<file path="src/rtl/tiny16_pkg.sv">
// tiny16 shared definitions: word width, port id and
// memory arbiter FSM states.
package tiny16_pkg;

    localparam int WORD_W = 16;

    typedef logic port_id_t;

    typedef enum logic [2:0] {
        S_IDLE,
        S_ISSUE,
        S_CAPTURE,
        S_WAIT,
        S_ACK
    } arb_state_t;

endpackage

</file>
<file path="src/rtl/tiny16_rr_pick.sv">
// Two-way round-robin picker: on contention the port
// not granted last time wins.
module tiny16_rr_pick
    import tiny16_pkg::*;
(
    input  logic [1:0] req,
    input  port_id_t   last_gnt,
    output logic       gnt_valid,
    output port_id_t   gnt_id
);

    always_comb begin
        gnt_valid = |req;
        gnt_id    = 1'b0;
        unique case (1'b1)
            (req == 2'b11): gnt_id = ~last_gnt;
            (req == 2'b10): gnt_id = 1'b1;
            default:        gnt_id = 1'b0;
        endcase
    end

endmodule

</file>
<file path="src/rtl/tiny16_mem_arbiter.sv">
// Serialises CPU and loader accesses onto the single-port
// tiny16 RAM with programmable wait states.
module tiny16_mem_arbiter
    import tiny16_pkg::*;
#(
    parameter int ADDR_W      = 8,
    parameter int WAIT_STATES = 0
) (
    input  logic              CLK,
    input  logic              RST,
    input  logic              req0,
    input  logic              req1,
    input  logic              we0,
    input  logic              we1,
    input  logic [ADDR_W-1:0] addr0,
    input  logic [ADDR_W-1:0] addr1,
    input  logic [WORD_W-1:0] wdata0,
    input  logic [WORD_W-1:0] wdata1,
    output logic              ack0,
    output logic              ack1,
    output logic [WORD_W-1:0] rdata,
    output logic              mem_en,
    output logic              mem_we,
    output logic [ADDR_W-1:0] mem_addr,
    output logic [WORD_W-1:0] mem_wdata,
    input  logic [WORD_W-1:0] mem_rdata,
    output logic              busy
);

    arb_state_t        state;
    port_id_t          last_gnt;
    port_id_t          gnt_id;
    port_id_t          cur_id;
    logic              gnt_valid;
    logic              cur_we;
    logic [3:0]        cnt;
    logic              sel_we;
    logic [ADDR_W-1:0] sel_addr;
    logic [WORD_W-1:0] sel_wdata;

    tiny16_rr_pick u_pick (
        .req       ({req1, req0}),
        .last_gnt  (last_gnt),
        .gnt_valid (gnt_valid),
        .gnt_id    (gnt_id)
    );

    always_comb begin
        sel_we    = we0;
        sel_addr  = addr0;
        sel_wdata = wdata0;
        if (gnt_id) begin
            sel_we    = we1;
            sel_addr  = addr1;
            sel_wdata = wdata1;
        end
    end

    always_ff @(posedge CLK) begin
        if (RST) begin
            state     <= S_IDLE;
            last_gnt  <= 1'b1;
            cur_id    <= 1'b0;
            cur_we    <= 1'b0;
            cnt       <= '0;
            ack0      <= 1'b0;
            ack1      <= 1'b0;
            rdata     <= '0;
            mem_en    <= 1'b0;
            mem_we    <= 1'b0;
            mem_addr  <= '0;
            mem_wdata <= '0;
            busy      <= 1'b0;
        end else begin
            unique case (state)
                S_IDLE: begin
                    if (gnt_valid) begin
                        cur_id    <= gnt_id;
                        cur_we    <= sel_we;
                        mem_en    <= 1'b1;
                        mem_we    <= sel_we;
                        mem_addr  <= sel_addr;
                        mem_wdata <= sel_wdata;
                        busy      <= 1'b1;
                        state     <= S_ISSUE;
                    end
                end
                S_ISSUE: begin
                    mem_en    <= 1'b0;
                    mem_we    <= 1'b0;
                    mem_addr  <= '0;
                    mem_wdata <= '0;
                    state     <= S_CAPTURE;
                end
                S_CAPTURE: begin
                    if (!cur_we) begin
                        rdata <= mem_rdata;
                    end
                    cnt <= 4'(WAIT_STATES);
                    if (WAIT_STATES > 0) begin
                        state <= S_WAIT;
                    end else begin
                        ack0  <= ~cur_id;
                        ack1  <= cur_id;
                        state <= S_ACK;
                    end
                end
                S_WAIT: begin
                    cnt <= cnt - 4'd1;
                    if (cnt == 4'd1) begin
                        ack0  <= ~cur_id;
                        ack1  <= cur_id;
                        state <= S_ACK;
                    end
                end
                S_ACK: begin
                    ack0     <= 1'b0;
                    ack1     <= 1'b0;
                    last_gnt <= cur_id;
                    busy     <= 1'b0;
                    state    <= S_IDLE;
                end
                default: state <= S_IDLE;
            endcase
        end
    end

endmodule
</file>
<file path="config.mk">
export PLATFORM = sky130hd
export DESIGN_NAME = tiny16_mem_arbiter
export DESIGN_NICKNAME = d
export VERILOG_FILES = /design/src/rtl/tiny16_pkg.sv /design/src/rtl/tiny16_rr_pick.sv /design/src/rtl/tiny16_mem_arbiter.sv
export SDC_FILE = /design/constraint.sdc
export NUM_CORES = 1
export LEC_CHECK = 0
export CORE_AREA = 8 8 89 91
export DETAILED_ROUTE_END_ITERATION = 10
export DIE_AREA = 0 0 97 99
export PLACE_DENSITY = 0.76
export SETUP_SLACK_MARGIN = 0.15
export SLEW_MARGIN = 20
export SYNTH_ARGS = -nofsm -noshare
export SYNTH_HDL_FRONTEND = slang
export SYNTH_SLANG_ARGS = --single-unit
</file>
<file path="constraint.sdc">
create_clock -name CLK -period 1.6 [get_ports CLK]
set_clock_uncertainty 0.2 [all_clocks]
set_input_delay 0.48 -clock CLK [delete_from_list [all_inputs] [get_ports CLK]]
set_output_delay 0.48 -clock CLK [all_outputs]
set_load 0.01 [all_outputs]
</file>
* Word level (Yosys, flattened, before mapping)
Cells that the tools add are included.
** Word-level totals
- Register bits :: 55
- Input port bits :: 70
- Output and inout port bits :: 45
- Word-level logic and storage cells :: 59
** Operators by class
- Add/sub/neg operators :: 1
- Eq/ne operators :: 9
- Multiplexer cells :: 21
- Bitwise gates (word level) :: 3
- Reduce and logical (&&, ||, !) cells :: 12
** Operators with widths (number)
- 16-bit 2-to-1 mux :: 2
- 16-bit one-hot mux with 2 select lines :: 1
- 8-bit 2-to-1 mux :: 2
- 8-bit one-hot mux with 2 select lines :: 1
- 3-bit one-hot mux with 4 select lines :: 1
- 2-bit AND reduction :: 6
- 1-bit one-hot mux with 2 select lines :: 4
- 4-bit one-hot mux with 2 select lines :: 1
- 3-bit by 2-bit == test with 1-bit output (second input constant) :: 2
- 3-bit 2-to-1 mux :: 2
- 1-bit one-hot mux with 3 select lines :: 2
- 2-bit nonzero test :: 3
- 1-bit 2-to-1 mux :: 5
- 2-bit == test (second input constant) :: 2
- 4-bit by 1-bit == test with 1-bit output (second input constant) :: 1
- 2-bit inequality test (second input constant) :: 2
- 4-bit by 1-bit subtractor with 4-bit output (second input constant) :: 1
- 3-bit by 1-bit == test with 1-bit output (second input constant) :: 1
- 3-bit == test (second input constant) :: 1
- 3-bit zero test :: 1
- 1-bit inverter :: 3
- 3-bit nonzero test :: 1
- 2-bit OR reduction :: 1

* Logic depth before layout (Yosys ltp)
Gate-level depths: netlist of run 1.
- Word-level depth :: 5
- Depth in mapped cells :: 7
- Depth with buffers taken out :: 6

* Cells and area by module
From an unflattened synthesis of run 1, not the netlist that was laid out.
** Second synthesis, totals
- Cell total of the unflattened synthesis :: 243
- Area, all modules :: 2438.6 um2
** By module, submodules not included
- tiny16_mem_arbiter :: instances 1, cells each 241, area each 2424.8 um2, sequential area each 1101.1 um2
- tiny16_rr_pick :: instances 1, cells each 2, area each 13.8 um2, sequential area each 0.0 um2

* Least setup slack after synthesis of run 1
No wires, ideal clock.
- Path kind :: input to register
- Start point :: in req0
- End point :: reg mem_addr[1]
- Setup time :: 134 ps
- Data arrival time :: 1386 ps
- Required time :: 1266 ps
- Setup slack :: -120 ps
- Stages on the path :: 6
- Path buffers :: 2
- Cell sequence :: nor2_1 or4_1 buf_2 buf_2 a21oi_1 a211oi_1
** Between the ends
- Cells in the longest elaborated chain, start to end :: 5
- Elaborated cells between the ends (all ways) :: 9
- Those cells by class :: 3 x eq/ne; 4 x mux; 2 x reduce/logical
** Ends and longest elaborated chain
- start, declared :: RTL line tiny16_mem_arbiter.sv:11 : input logic req0,
- 2-bit == test, on equally long branches :: RTL line tiny16_rr_pick.sv:17, tiny16_rr_pick.sv:16
- 1-bit one-hot mux with 2 select lines :: RTL line tiny16_rr_pick.sv:15 : unique case (1'b1)
- 8-bit 2-to-1 mux :: RTL line tiny16_mem_arbiter.sv:52 : if (gnt_id) begin
- 8-bit 2-to-1 mux :: RTL line tiny16_mem_arbiter.sv:77 : if (gnt_valid) begin
- 8-bit one-hot mux with 2 select lines :: RTL line tiny16_mem_arbiter.sv:75 : unique case (state)
- end signal, assigned :: RTL line tiny16_mem_arbiter.sv:82 : mem_addr <= sel_addr;
- end, declared :: RTL line tiny16_mem_arbiter.sv:24 : output logic [ADDR_W-1:0] mem_addr,
Parallel ways exist; a longest one is shown, timed or not. The select of a mux whose other input is x is not followed.
A chain may end at the register's enable or synchronous reset.

* Final worst setup path of run 1
- Start point :: reg state[2]
- End point :: reg mem_wdata[11]
** Between the ends
- Cells in the longest elaborated chain, start to end :: 3
- Elaborated cells between the ends (all ways) :: 6
- Those cells by class :: 2 x eq/ne; 1 x mux; 3 x reduce/logical
** Ends and longest elaborated chain
- start, declared :: RTL line tiny16_mem_arbiter.sv:30 : arb_state_t state;
- start signal, assigned :: RTL line tiny16_mem_arbiter.sv:61 : state <= S_IDLE;
- start signal, assigned :: RTL line tiny16_mem_arbiter.sv:85 : state <= S_ISSUE;
- start signal, assigned :: RTL line tiny16_mem_arbiter.sv:93 : state <= S_CAPTURE;
- 3-bit by 1-bit == test with 1-bit output or 3-bit zero test (tied branches) :: RTL line tiny16_mem_arbiter.sv:75
- 2-bit nonzero test (no line) or 2-bit inequality test (tied branches)
- 2-bit AND reduction (no line)
- end signal, assigned :: RTL line tiny16_mem_arbiter.sv:83 : mem_wdata <= sel_wdata;
- end, declared :: RTL line tiny16_mem_arbiter.sv:25 : output logic [WORD_W-1:0] mem_wdata,
Parallel ways exist; a longest one is shown, timed or not.

==> metrics.txt, run 1 <==
outcome finished, violations left; violated checks negative setup slack; slowest stage delay, CP 0.63 ns; warning count from the yosys run 0; clock group share of total power 19.8%; Initial DRC Count 83; CTS tree built; hold-fix buffer count after cts 0; Total GRT Usage 16.82%; RSZ-0062 raised after global routing true; max cap viols 0; power share of the combinational group 39.6%; HP Class flop to flop; slowest stage cell, crit path or4_4; endpoints failing setup 41; slew of the pin with the lowest slew margin 0.2769 ns; global-route wire length before repair 13480 um; Yosys cell types 31; Avg WL per Cell 17.83 um; critical-path cell list or4_4 > buf_12 > a21oi_4 > a211oi_2; cell area after synthesis 0.002292 sq mm; Initial Utilization 34.90%; Clock Tree Root clkbuf_8; Net Sw Frac 31.78%; Tcrit/Tclk final 105.6%; Die Span X 97 um; Worst-path clk slew 0.10 ns; post-synthesis sequential area ratio 48.03%; CTS max path bufs 2; 1st-pass router iterations 4; Area growth syn-to-layout 106.7%; critical path data required time 1.60 ns; Final ANT Viol Nets 0; layout cells sized above 1 56.88%; total clock buffers created by CTS 5; slew margin rel. 81.54%; Finished Cell Area 0.004738 sq mm; critical path arrival 1.69 ns; Worst Path Buf+Inv 1; Worst setup EP type flop; placed inst area 0.003717 sq mm; cell taking the most area after synthesis dfxtp_1; H-Tree Depth 2; synthesized area per cell 8.071 sq um; top cells by area, synth dfxtp_1 48%, a21oi_1 16%, nand2_1 10%, a211oi_1 7.9%, clkbuf_1 2.5%; Ant. Diodes 0; Peak Freq 0.5920 GHz; Worst-Skew Late Latency 0.30 ns; final hold vios 0; num rows 30; CP delay by family, top simple AND/OR/NAND/NOR gates; antenna violations before repair 0; crit-path max FO 7; crit path kind flop to flop; sequential power share 40.7%; Die Height 99 um; # nets final 500; Port-buffer cells 114; die footprint 0.009603 sq mm; Residual DRC 0; largest net degree at the start of global routing 28; Cell Pwr Density 862.2 mW/mm^2; GPL Wtd Cong 0.7309; P_int 2.787 mW; Fill cells 458; Yosys top cell area share 48.03%; NetSw 1.298 mW; vias in the first global route 2763; Critical Path Source Type flop; final slew viol count 0; hpwl dp 5646 um; Detailed Route WL 9074 um; number of synthesized register bits 55; DR vias/cell 5.202; Final min period 1.689 ns; Post-Syn Instances 284; total power 4.085 mW; leak pwr 1.808 nW; grt ovf 0; Worst Slack Setup Final -0.08912 ns; Synth Net Count 356; core footprint 0.006569 sq mm; clock tree sinks 55; top-level port count 115; via count 2648; worst vdd ir 703.2 uV
==> routing by layer <==
layer	global-route usage [%]	vias up	wire length, um
met5	0	-	0
met4	3.905	0	118
met3	7.698	9	820
met2	28.75	116	4589
met1	18.53	1244	3546
li1	-	1279	-
==> stage by stage <==
| step | util (%) | std cells | TNS (ns) | worst slack, ns | hold slack (ns) |
|---|---|---|---|---|---|
| 2_1_floorplan | - | 284 | -1.696 | -0.08753 | 0.2585 |
| 3_3_place_gp | 56.59 | 479 | -17.51 | -0.6319 | 0.2424 |
| 3_5_place_dp | 56.59 | 479 | -17.99 | -0.6540 | 0.2479 |
| 4_1_cts | 65.37 | 498 | -0.5700 | -0.07136 | 0.2642 |
| 5_1_grt | 72.13 | 509 | -2.959 | -0.1209 | 0.2708 |
| 6_report | 72.13 | 509 | -1.439 | -0.08912 | 0.2590 |
==> cell usage in the layout (no fill, tap or decap), drive strengths merged, types with 2 or more instances in the layout <==
| cell | netlist | routed |
|---|---|---|
| a211oi | 24 | 24 |
| a21oi | 72 | 72 |
| and3 | 2 | 2 |
| buf | 9 | 92 |
| clkbuf | 15 | 8 |
| clkdlybuf4s15 | 0 | 2 |
| clkdlybuf4s50 | 0 | 66 |
| dfxtp | 55 | 55 |
| ha | 2 | 2 |
| inv | 2 | 2 |
| mux2i | 2 | 2 |
| nand2 | 63 | 63 |
| nand2b | 2 | 2 |
| nor2 | 9 | 9 |
| nor2b | 4 | 4 |
| nor3 | 4 | 4 |
| nor3b | 2 | 2 |
| o21ai | 3 | 3 |
| or3 | 2 | 2 |
==> final cells by class <==
cell class                 instances  area (sq um)  share of cell area [%]
multi-input combinational        203          1624                   34.28
tap                               80         100.1                   2.112
clock inverter                     1         8.758                  0.1848
timing repair buffer             161          1742                   36.76
sequential                        55          1170                   24.69
clock buffer                       7         86.33                   1.822
inverter                           2         7.507                  0.1584
==> registers in the layout (all words and copies together), names as in the netlist <==
register	cells
ack1	1
state	3
cur_we	1
mem_addr	8
mem_en	1
busy	1
cnt	4
mem_we	1
last_gnt	1
rdata	16
ack0	1
mem_wdata	16
cur_id	1
==> power groups by stage <==
| stage | registers (mW) | logic, mW | clock network (mW) |
|---|---|---|---|
| 2_1_floorplan | 1.68 | 0.481 | 0 |
| 3_3_place_gp | 1.62 | 1.11 | 0 |
| 3_5_place_dp | 1.62 | 1.13 | 0 |
| 4_1_cts | 1.65 | 1.37 | 0.822 |
| 5_1_grt | 1.67 | 1.71 | 0.886 |
| 6_report | 1.66 | 1.62 | 0.807 |
==> tightest hold or removal path: cells and delay by family (launching register included) <==
| kind | cells | cell delay, ns |
|---|---|---|
| AND/OR/NAND/NOR | 1 | 0.05 |
| flip-flops | 1 | 0.35 |
| AO/OA/AOI/OAI | 1 | 0.03 |
==> synth_stat cells <==
cell and count:
a211o_1 1, a211oi_1 24, a21bo_2 1, a21boi_2 1, a21oi_1 72, a311oi_1 1, and2_1 1, and3_1 2
buf_2 8, buf_6 1, clkbuf_1 15, dfxtp_1 55, ha_1 2, inv_1 2, mux2i_1 2, nand2_1 63
nand2b_1 2, nand3_1 1, nand4b_1 1, nor2_1 9, nor2b_1 4, nor3_1 3, nor3_4 1, nor3b_1 2
nor4_1 1, o21ai_0 3, o22ai_1 1, or3_1 2, or3b_1 1, or4_1 1, xnor2_1 1
==> cell families (layout without fill, tap and decap cells) <==
group	Yosys count	after routing	share of synthesized area, %
DFF	55	55	48.04
muxes	2	2	0.8734
AOI/OAI and AO/OA	104	104	26.20
buffers and inverters	26	171	5.022
xor gates and xnor gates	1	1	0.3822
and+or+nand+nor	94	94	18.40
adders and majority gates	2	2	1.092
==> worst paths after layout <==
| path | start | end | slack, ns | depth (start not counted) |
|---|---|---|---|---|
| max | state[2] | mem_wdata[11] | -0.09 | 4 |
| min | rdata[13] | rdata[13] | 0.26 | 2 |
| max reg2reg | state[2] | mem_wdata[11] | -0.09 | 4 |
| min reg2reg | rdata[13] | rdata[13] | 0.26 | 2 |
==> repair_timing <==
action                     in CTS  in global routing
pin swaps                      49                 28
setup buffers                   7                 10
cloned                          4                  1
setup endpoints to repair      97                 99
gates resized for setup       357                 69
Power figures use the tool's default switching activity.
==> run 2: changes to the inputs <==
MAX_ROUTING_LAYER = met4   (was not set)
==> metrics.txt, run 2 (synthesis results as in run 1) <==
hold path cells 2; Die Span X 97 um; hpwl dp 5646 um; hold-fix buffer count after cts 0; leak pwr 1.808 nW; critical path data required time 1.60 ns; grt ovf 0; Worst Slack Setup Final -0.09721 ns; max cap viols 0; power share of the combinational group 39.6%; critical path arrival 1.69 ns; CTS tree built; Worst-Skew Late Latency 0.30 ns; slew margin rel. 81.79%; endpoints failing setup 40; Tcrit/Tclk final 106.1%; final hold vios 0; Residual DRC 0; Net Sw Frac 31.76%; clock group share of total power 19.7%; Avg WL per Cell 17.83 um; via count 2646; 1st-pass router iterations 4; violated checks negative setup slack; Die Height 99 um; utilization after layout 72.13%; NetSw 1.297 mW; top-level port count 115; DR vias/cell 5.198; Final min period 1.697 ns; num rows 30; Peak Freq 0.5892 GHz; HP Class flop to flop; Worst setup EP type flop; CTS max path bufs 2; clock tree sinks 55; final slew viol count 0; Initial DRC Count 81; most frequent cells in the layout 66 x clkdlybuf4s50_1, 56 x buf_6, 46 x nand2_1, 46 x dfxtp_2, 33 x a21oi_2; crit-path max FO 7; layout cells sized above 1 56.88%; antenna violations before repair 0; Port-buffer cells 114; worst vdd ir 703.4 uV; Critical Path Source Type flop; Worst-path clk slew 0.10 ns; slew of the pin with the lowest slew margin 0.2732 ns; RSZ-0062 raised after global routing true; Ant. Diodes 0; Area growth syn-to-layout 106.7%; Initial Utilization 34.90%; GPL Wtd Cong 0.7398; placed insts 479; core footprint 0.006569 sq mm; path depth of the worst reg2reg path 4; global-route wire length before repair 13410 um; commonest non-fill, non-tap cell in the layout clkdlybuf4s50_1; Total GRT Usage 17.24%; fin cells 509; Final ANT Viol Nets 0; outcome finished, violations left; setup_tns -1.401 ns; sequential power share 40.7%; Fill cells 458; H-Tree Depth 2; largest net degree at the start of global routing 28; total clock buffers created by CTS 5; die footprint 0.009603 sq mm; Clock Tree Root clkbuf_8; crit path kind flop to flop; P_int 2.787 mW; # nets final 500; vias in the first global route 2784; Cell Pwr Density 862.1 mW/mm^2; largest registers mem_wdata x16, rdata x16, mem_addr x8; Detailed Route WL 9078 um; Min Hold Slack 0.2592 ns
-- run 2: cell counts in the layout (fill, tap and decap cells not counted) --
Identical to the previous run, type by type.
-- run 2: worst paths after layout --
kind	slack, ns	to	from
worst min register to register	0.26	rdata[13]	rdata[13]
worst max-delay path	-0.1	mem_wdata[11]	state[2]
worst max register to register	-0.1	mem_wdata[11]	state[2]
worst min-delay path	0.26	rdata[13]	rdata[13]
-- run 2: timing repair --
action / in CTS / in global routing
pin swaps: 49 / 28
gates cloned: 4 / 1
setup buffers: 7 / 10
resized for setup: 357 / 69
endpoints found under the setup margin: 97 / 99
-- run 2: layout make-up --
type	count	area, sq um	share of cell area (%)
clock buffer	7	86.33	1.822
tap	80	100.1	2.112
clock inverter	1	8.758	0.1848
timing repair buffer	161	1742	36.76
inverter	2	7.507	0.1584
multi-input combinational	203	1624	34.28
sequential	55	1170	24.69
-- run 2: metrics by stage --
stage	power (mW)	cell area [sq um]	setup slack, ns
after global routing	4.274	4738	-0.1283
after floorplan	2.159	2370	-0.08753
after CTS	3.839	4294	-0.07136
after detailed placement	2.750	3717	-0.6540
after global placement	2.731	3717	-0.6319
final	4.085	4738	-0.09721
-- run 2: power groups by stage --
stage | Clock (mW) | Combinational (mW) | Sequential (mW)
6_report | 0.806 | 1.62 | 1.66
5_1_grt | 0.886 | 1.71 | 1.67
4_1_cts | 0.822 | 1.37 | 1.65
3_5_place_dp | 0 | 1.13 | 1.62
3_3_place_gp | 0 | 1.11 | 1.62
2_1_floorplan | 0 | 0.481 | 1.68
-- run 2: critical path, cell delays in order, from the launching register on --
cell	delay [ns]
dfxtp_2	0.34
or4_4	0.63
buf_12	0.19
a21oi_4	0.13
a211oi_2	0.09
-- run 2: per-layer routing --
layer	wire length (um)	track usage [%]	part of all wire (%)
met1	3671	19.48	40
met2	4576	28.85	50
met3	695	5.738	7.7
met4	134	3.905	1.5
met5	0	-	0
==> run 3: changes to the inputs <==
CAP_MARGIN = 10   (was not set)
GPL_TIMING_DRIVEN = 0   (was not set)
HOLD_SLACK_MARGIN = 0.06   (was not set)
==> metrics.txt, run 3 (synthesis results as in run 1) <==
HP Class flop to flop; leak pwr 1.779 nW; commonest non-fill, non-tap cell in the layout clkdlybuf4s50_1; Final min period 1.734 ns; Worst-path clk slew 0.11 ns; Fill cells 496; Die Span X 97 um; CTS max path bufs 2; Worst Slack Setup Final -0.1345 ns; most used cell, CP buf_6; largest registers mem_wdata x16, rdata x16, mem_addr x8; final slew viol count 0; Clock Tree Root clkbuf_8; hpwl dp 5960 um; clock tree sinks 55; Port-buffer cells 113; via count 2700; Total GRT Usage 17.30%; placed insts 477; critical-path cell list buf_6 > nand2b_4 > buf_8 > or3_4 > buf_6 > clkbuf_16 > nand2_2 > a21oi_1; Residual DRC 0; slew margin rel. 62.54%; Detailed Route WL 9200 um; Avg WL per Cell 17.76 um; vias in the first global route 2807; Finished Cell Area 0.004548 sq mm; 1st-pass router iterations 6; Final ANT Viol Nets 0; max cap viols 0; critical path data required time 1.59 ns; worst vdd ir 563.7 uV; Ant. Diodes 0; Cell Pwr Density 887.5 mW/mm^2; Die Height 99 um; hold-fix buffer count after cts 0; outcome finished, violations left; crit path kind flop to flop; fin cells 518; CTS tree built; endpoints failing setup 41; critical path arrival 1.72 ns; total clock buffers created by CTS 5; slew of the pin with the lowest slew margin 0.5619 ns; utilization after layout 69.24%; violated checks negative setup slack; Peak Freq 0.5765 GHz; placed inst area 0.003601 sq mm; R2R Setup Slk -0.13 ns; largest net degree at the start of global routing 19; die footprint 0.009603 sq mm; core footprint 0.006569 sq mm; Worst-Skew Late Latency 0.32 ns; Initial Utilization 34.90%; most frequent cells in the layout 66 x clkdlybuf4s50_1, 55 x buf_6, 52 x nand2_1; layout cells sized above 1 51.83%; grt ovf 0; Initial DRC Count 57; slowest stage cell, crit path dfxtp_4; Tcrit/Tclk final 108.4%; antenna violations before repair 0; slowest stage delay, CP 0.39 ns; total power 4.036 mW; pre-CTS setup slack -0.8610 ns; Worst setup EP type flop; GPL Wtd Cong 0.7747; final hold vios 0; Critical Path Source Type flop; RSZ-0062 raised after global routing true; global-route wire length before repair 13590 um; # nets final 509; top-level port count 115; H-Tree Depth 2; Area growth syn-to-layout 98.42%; crit-path max FO 7; DR vias/cell 5.212; num rows 30
[run 3: changes by cell type in the layout (fill, tap and decap cells not counted), moves of 6 or more]
cell | previous run | this run
nand2_4 | 16 | 1
a21oi_2 | 33 | 25
nand2_1 | 46 | 52
nand2_2 | 1 | 10
a21oi_1 | 30 | 42
[run 3: repair_timing]
action,in CTS,in global routing
setup buffers,17,13
gates cloned,2,2
endpoints found under the setup margin,97,100
pin swaps,7,21
gates resized for setup,330,68
[run 3: metal layers]
layer,vias up,GRT usage (%),share of wire (%)
li1,1298,-,-
met3,16,6.858,7.8
met4,0,4.260,1.8
met2,115,27.97,49
met5,-,-,0
met1,1271,19.54,41
[run 3: through the flow]
stage | hold slack, ns | TNS [ns]
after global placement | 0.2424 | -25.21
final | 0.2670 | -3.779
after CTS | 0.2662 | -3.279
after global routing | 0.2861 | -5.491
after detailed placement | 0.2463 | -26.67
after floorplan | 0.2585 | -1.696
[run 3: worst max-delay path: cells and delay by family, from the launching register on]
family	cells	cell delay, ns
buffers and inverters	4	0.52
and+or+nand+nor	3	0.43
DFF	1	0.39
AOI/OAI and AO/OA	1	0.07
[run 3: layout make-up]
| class | count | area (sq um) | area share [%] |
|---|---|---|---|
| buffer | 23 | 221.5 | 4.869 |
| clock buffer | 5 | 68.82 | 1.513 |
| clock inverter | 3 | 23.77 | 0.5227 |
| inverter | 2 | 7.507 | 0.1651 |
| multi-input combinational | 203 | 1421 | 31.25 |
| sequential | 55 | 1169 | 25.69 |
| tap | 80 | 100.1 | 2.201 |
| timing repair buffer | 147 | 1536 | 33.78 |
[run 3: path summary, 6_finish.rpt]
| kind | startpoint | end | cells past startpoint |
|---|---|---|---|
| setup / recovery | state[1] | rdata[7] | 8 |
| hold / removal | rdata[8] | rdata[8] | 2 |
| setup reg to reg | state[1] | rdata[7] | 8 |
| hold reg to reg | rdata[8] | rdata[8] | 2 |
[run 3: power breakdown]
group / total (mW) / internal, mW / switching [mW] / leakage (nW)
registers: 1.65 / 1.54 / 0.115 / 0.471
logic: 1.57 / 0.874 / 0.694 / 1.26
clock network: 0.815 / 0.317 / 0.497 / 0.0461
